==> config.mk <==
export PLATFORM = sky130hd
export DESIGN_NAME = sram_req_arbiter
export DESIGN_NICKNAME = d
export VERILOG_FILES = /design/src/rtl/sram_req_arbiter.sv
export SDC_FILE = /design/constraint.sdc
export NUM_CORES = 1
export LEC_CHECK = 0
export CAP_MARGIN = 20
export CORE_AREA = 3 3 106 108
export DETAILED_ROUTE_END_ITERATION = 10
export DIE_AREA = 0 0 109 111
export DONT_BUFFER_PORTS = 1
export PLACE_DENSITY = 0.46
export SYNTH_ARGS = -nofsm -noshare
export SYNTH_HDL_FRONTEND = slang
export SYNTH_SLANG_ARGS = --single-unit
==> constraint.sdc <==
create_clock -name clk -period 2.5 [get_ports clk]
set_input_delay 0.125 -clock clk [delete_from_list [all_inputs] [get_ports clk]]
set_output_delay 0.125 -clock clk [all_outputs]
set_load 0.03 [all_outputs]
==> src/rtl/sram_req_arbiter.sv <==
// Shares one sram-like memory port between instruction fetch and the EXE data requester.
// One transaction at a time. The data requester has fixed priority, and the owner's response is routed back to it.
module sram_req_arbiter #(
  parameter int ADDR_W = 32,
  parameter int DATA_W = 32
) (
  input  logic                clk,
  input  logic                reset,
  input  logic                inst_req,
  input  logic [ADDR_W-1:0]   inst_addr,
  output logic                inst_addr_ok,
  output logic                inst_data_ok,
  output logic [DATA_W-1:0]   inst_rdata,
  input  logic                data_req,
  input  logic [DATA_W/8-1:0] data_wstrb,
  input  logic [ADDR_W-1:0]   data_addr,
  input  logic [DATA_W-1:0]   data_wdata,
  output logic                data_addr_ok,
  output logic                data_data_ok,
  output logic [DATA_W-1:0]   data_rdata,
  output logic                mem_req,
  output logic [DATA_W/8-1:0] mem_wstrb,
  output logic [ADDR_W-1:0]   mem_addr,
  output logic [DATA_W-1:0]   mem_wdata,
  input  logic                mem_addr_ok,
  input  logic                mem_data_ok,
  input  logic [DATA_W-1:0]   mem_rdata
);
  localparam int STRB_W = DATA_W / 8;

  typedef enum logic [1:0] {
    IDLE = 2'd0,
    REQ  = 2'd1,
    RESP = 2'd2
  } state_t;

  state_t              state_reg, state_next;
  logic                owner_data_reg, owner_data_next;
  logic [ADDR_W-1:0]   addr_reg, addr_next;
  logic [STRB_W-1:0]   wstrb_reg, wstrb_next;
  logic [DATA_W-1:0]   wdata_reg, wdata_next;

  always_ff @(posedge clk or posedge reset) begin
    if (reset) begin
      state_reg      <= IDLE;
      owner_data_reg <= 1'b0;
      addr_reg       <= '0;
      wstrb_reg      <= '0;
      wdata_reg      <= '0;
    end else begin
      state_reg      <= state_next;
      owner_data_reg <= owner_data_next;
      addr_reg       <= addr_next;
      wstrb_reg      <= wstrb_next;
      wdata_reg      <= wdata_next;
    end
  end

  // Requester inputs are only looked at in IDLE; the loser simply keeps holding its req.
  always_comb begin
    state_next      = state_reg;
    owner_data_next = owner_data_reg;
    addr_next       = addr_reg;
    wstrb_next      = wstrb_reg;
    wdata_next      = wdata_reg;
    case (state_reg)
      IDLE: begin
        if (data_req) begin
          state_next      = REQ;
          owner_data_next = 1'b1;
          addr_next       = data_addr;
          wstrb_next      = data_wstrb;
          wdata_next      = data_wdata;
        end else if (inst_req) begin
          state_next      = REQ;
          owner_data_next = 1'b0;
          addr_next       = inst_addr;
          wstrb_next      = '0;
          wdata_next      = '0;
        end
      end
      REQ: begin
        if (mem_addr_ok) state_next = RESP;
      end
      RESP: begin
        if (mem_data_ok) state_next = IDLE;
      end
      default: state_next = IDLE;
    endcase
  end

  // addr_ok is gated by reset so that every handshake output reads 0 while reset is held.
  always_comb begin
    inst_addr_ok = 1'b0;
    data_addr_ok = 1'b0;
    inst_data_ok = 1'b0;
    data_data_ok = 1'b0;
    mem_req      = 1'b0;
    case (state_reg)
      IDLE: begin
        data_addr_ok = data_req & ~reset;
        inst_addr_ok = inst_req & ~data_req & ~reset;
      end
      REQ: mem_req = 1'b1;
      RESP: begin
        data_data_ok = mem_data_ok & owner_data_reg;
        inst_data_ok = mem_data_ok & ~owner_data_reg;
      end
      default: ;
    endcase
  end

  assign mem_addr   = addr_reg;
  assign mem_wstrb  = wstrb_reg;
  assign mem_wdata  = wdata_reg;
  assign inst_rdata = mem_rdata;
  assign data_rdata = mem_rdata;

endmodule

# Word-level counts from Yosys, hierarchy flattened

Index checks and enable logic that the tools add are counted.

Register bits after elaboration: 71
Input port bits: 138
Output and inout bits: 137
Word-level logic and storage cells: 40

Equal/unequal tests: 5
Muxes and demuxes: 18
Bitwise operators: 8
Reductions and logical operators: 4

Operators by type and width:

| kind                 | number |
|---|---|
| $mux W32             | 4 |
| $mux W2              | 4 |
| $mux W4              | 2 |
| $mux W1              | 7 |
| $pmux W2 S3          | 1 |
| $and A1 B1 Y1        | 5 |
| $ne A2 B2 Y1 const B | 2 |
| $ne A3 B3 Y1 const B | 1 |
| $not A1 Y1           | 3 |
| $reduce_and A3 Y1    | 1 |
| $eq A2 B1 Y1 const B | 1 |
| $eq A2 B2 Y1 const B | 1 |
| $logic_not A2 Y1     | 1 |
| $reduce_and A2 Y1    | 1 |
| $reduce_bool A2 Y1   | 1 |

# Depth between registers and ports, before layout

Depth in word-level cells: 4
Mapped depth: 5
Mapped depth without buffers: 4

# Least setup slack after synthesis

No wires, ideal clock.

Kind: input to output
From: in reset
To: out data_addr_ok
Data arrival time: 2.146 ns
Slack: 0.229 ns
Cell stages on the path: 2
Buffers on the path: 0
Cells stage by stage: inv_1 > and3_1

Cells in the longest elaborated chain, start to end: 3

RTL lines:

| item               | line | RTL |
|---|---|---|
| start: declaration | 8    | `input logic reset,` |
| $not A1 Y1         | 101  | `data_addr_ok = data_req & ~reset;` |
| $and A1 B1 Y1      | 101  |  |
| $mux W1            | 99   | `case (state_reg)` |
| end: declaration   | 18   | `output logic data_addr_ok,` |

No other way between the ends.

# Worst setup path in the final report

From: reg state_reg[1]
To: reg state_reg[1]

Cells in the longest elaborated chain, start to end: 3
Elaborated cells on any way between the ends: 8

RTL lines:

| item                                                          | line | RTL |
|---|---|---|
| start: declaration                                            | 37   | `state_t state_reg, state_next;` |
| start signal: assignment                                      | 51   | `state_reg <= state_next;` |
| $eq A2 B2 Y1, or another cell as far along                    | 66   | `case (state_reg)` |
| $ne A2 B2 Y1 (no line) / $ne A3 B3 Y1 (equally long branches) | --   |  |
| $reduce_and A3 Y1 (no line)                                   | --   |  |

Several ways; a longest one is shown, not always the timed one.
A chain may end at the register's enable or synchronous reset.

==> results.md <==
* Initial Utilization at 34.4%
* Vias in the first global route at 2083
* Largest net degree at the start of global routing at 55
* Fin crit share at 66.8%
* Flop pwr share at 59.5%
* Clock tree from TritonCTS: built
* Max FO, Critical Path at 4
* Cell Pwr Density at 1380 nW/µm²
* Ports at 275
* Post-Syn Nets at 405
* Sequential fraction of the synthesis area at 50.0%
* Post-synth cell types at 19
* Setup crit start kind: flip-flop
* GRT Residual Overflow at 0
* Max Fclk at 598 MHz
* Net Sw Frac at 45.7%
* Status: complete, no violations
* Flop-to-flop setup slack at 0.83 ns
* Cts bufs inserted at 9
* Clock Power Share at 16.7%
* Height of the die at 111 µm
* Crit path DAT at 1.93 ns
* HPWL Detailed at 4920 µm
* Worst path required time at 2.76 ns
* Rel. slew slack at 60.6%
* Final Max Slew Viols at 0
* Vias at 1889
* Cells after DPL at 329
* Nets@finish at 383
* Cell count after synthesis at 267
* DR DRC count at 0
* Setup_tns at 0 ns
* Max cap viols at 0
* LEAKAGE at 0.00164 µW
* First-pass GRT wire length at 11100 µm
* Via/cell ratio at 4.91
* Commonest non-fill, non-tap cell in the layout: dfrtp_1
* Share of layout cells above drive strength 1 at 34.1%
* Total Wirelength at 7440 µm
* Crit Path Class: reg2reg
* Worst hold path type: in2reg
* Htree depth at 3
* All-Layer GR Usage at 12.0%
* Wire per inst at 19.3 µm
* Core ar. at 10300 µm²
* Standard-cell rows at 37
* Internal power at 2830 µW
* Antenna-violating nets left at 0
* Initial antenna violation count at 0
* Cell Area, Synth at 3560 µm²
* Avg Inst Size Synth at 13.3 µm²
* Critical Path Sink Type: flip-flop
* Sink Count at 71
* Final setup viols at 0
* Final Skew at 0.00848 ns
* CTS Buffer Depth at 2
* Worst-path clk slew at 0.07 ns
* Initial DRC Count at 68
* # port buffers at 0
* Fin. Hold Viols at 0
* Clk_lat worst skew at 0.33 ns
* Die area at 12100 µm²
* P_sw at 2380 µW
* Gp weighted congestion at 0.656
* Synth warnings at 0
* Crit path time final at 1.67 ns
* Most frequent cells in the layout: dfrtp_1 (71), mux2_2 (60), dlygate4sd3_1 (41)
* Die span in x at 109 µm
* Clock root buffer: clkbuf_8
* RSZ-0062 raised after global routing: false
* 1st-pass router iterations at 4
* Layout area overhead at 5.81%
* Yosys reg bits at 71
* Share of total power in combinational logic at 23.9%
* Diode count at 0
* VDD IR max at 0.648 mV
* Worst slew pin tran at 0.589 ns
* Non-filler cells, final at 385
area by class of cell:
class | instances | area, µm²
inverters | 2 | 7.51
clock inverters | 4 | 47.5
flip-flops and latches | 71 | 1780
clock buffers | 11 | 131
multi-input cells | 115 | 1160
well taps | 136 | 170
repair buffers | 46 | 473
fillers | 1004 | 6560
cell families (layout without fill, tap and decap cells):
| kind of cell | Yosys count | in the layout | synth area share (%) |
|---|---|---|---|
| flip-flops | 71 | 71 | 50.0 |
| multiplexers | 64 | 64 | 20.7 |
| buffers and inverters | 81 | 63 | 17.5 |
| AO/OA/AOI/OAI | 40 | 40 | 9.82 |
| AND/OR/NAND/NOR | 11 | 11 | 2.01 |
synth_stat cells, drive strengths merged:
cell	n	share of area (%)
buf	77	17
o21ai	3	0.74
and2	1	0.18
and3	2	0.35
nand2b	2	0.35
a22o	36	8.9
and4b	1	0.28
clkbuf	2	0.21
a21o	1	0.21
nor2	2	0.42
nor3b	1	0.21
inv	2	0.21
mux2	64	21
nand2	2	0.21
dfrtp	71	50
metal layers:
layer  wire [µm]  GRT usage, %  part of all wire (%)
met1        2920          14.0                    39
met2        3460          18.5                    47
met3         920          5.71                    12
met4         145          5.39                   1.9
met5           0             0                     0
critical path, cell delays in order (launching register included):
cell           delay (ns)
dfrtp_1              0.42
nand2b_1             0.18
inv_1                0.25
nand2_1              0.09
o21ai_0              0.08
dlygate4sd3_1        0.59
power groups by stage:
stage	clock network [µW]	registers [µW]	logic (µW)
floorplan	0	2980	1270
global placement	0	3140	1160
detailed placement	0	3120	1200
CTS	919	3110	1260
global route	973	3170	1360
finish	868	3100	1240
timing repair:
action,in CTS,in global routing
hold buffers,41,0
resized for setup,0,0
hold endpoints to repair,56,0
setup buffers,0,0
worst paths after layout:
check	cells after the start	from	end
worst min-delay path	2	data_req	owner_data_reg
worst max register to register	5	state_reg[1]	state_reg[1]
min in group asynchronous	2	reset	mem_addr[31]
worst min register to register	1	owner_data_reg	owner_data_reg
worst max-delay path	5	state_reg[1]	state_reg[1]
max in group asynchronous	3	reset	mem_addr[15]
metrics by stage:
| step | hold WS [ns] | area, µm² | utilization, % | setup WS (ns) | power, µW |
|---|---|---|---|---|---|
| floorplan | 0.233 | 3560 | - | 0.229 | 4250 |
| global placement | 0.0467 | 3170 | 30.7 | 0.948 | 4300 |
| detailed placement | 0.0453 | 3170 | 30.7 | 0.904 | 4310 |
| CTS | 0.00824 | 3760 | 36.4 | 0.831 | 5290 |
| global route | 0.0318 | 3760 | 36.4 | 0.764 | 5500 |
| finish | 0.0493 | 3760 | 36.4 | 0.829 | 5210 |
Power figures use the tool's default switching activity.
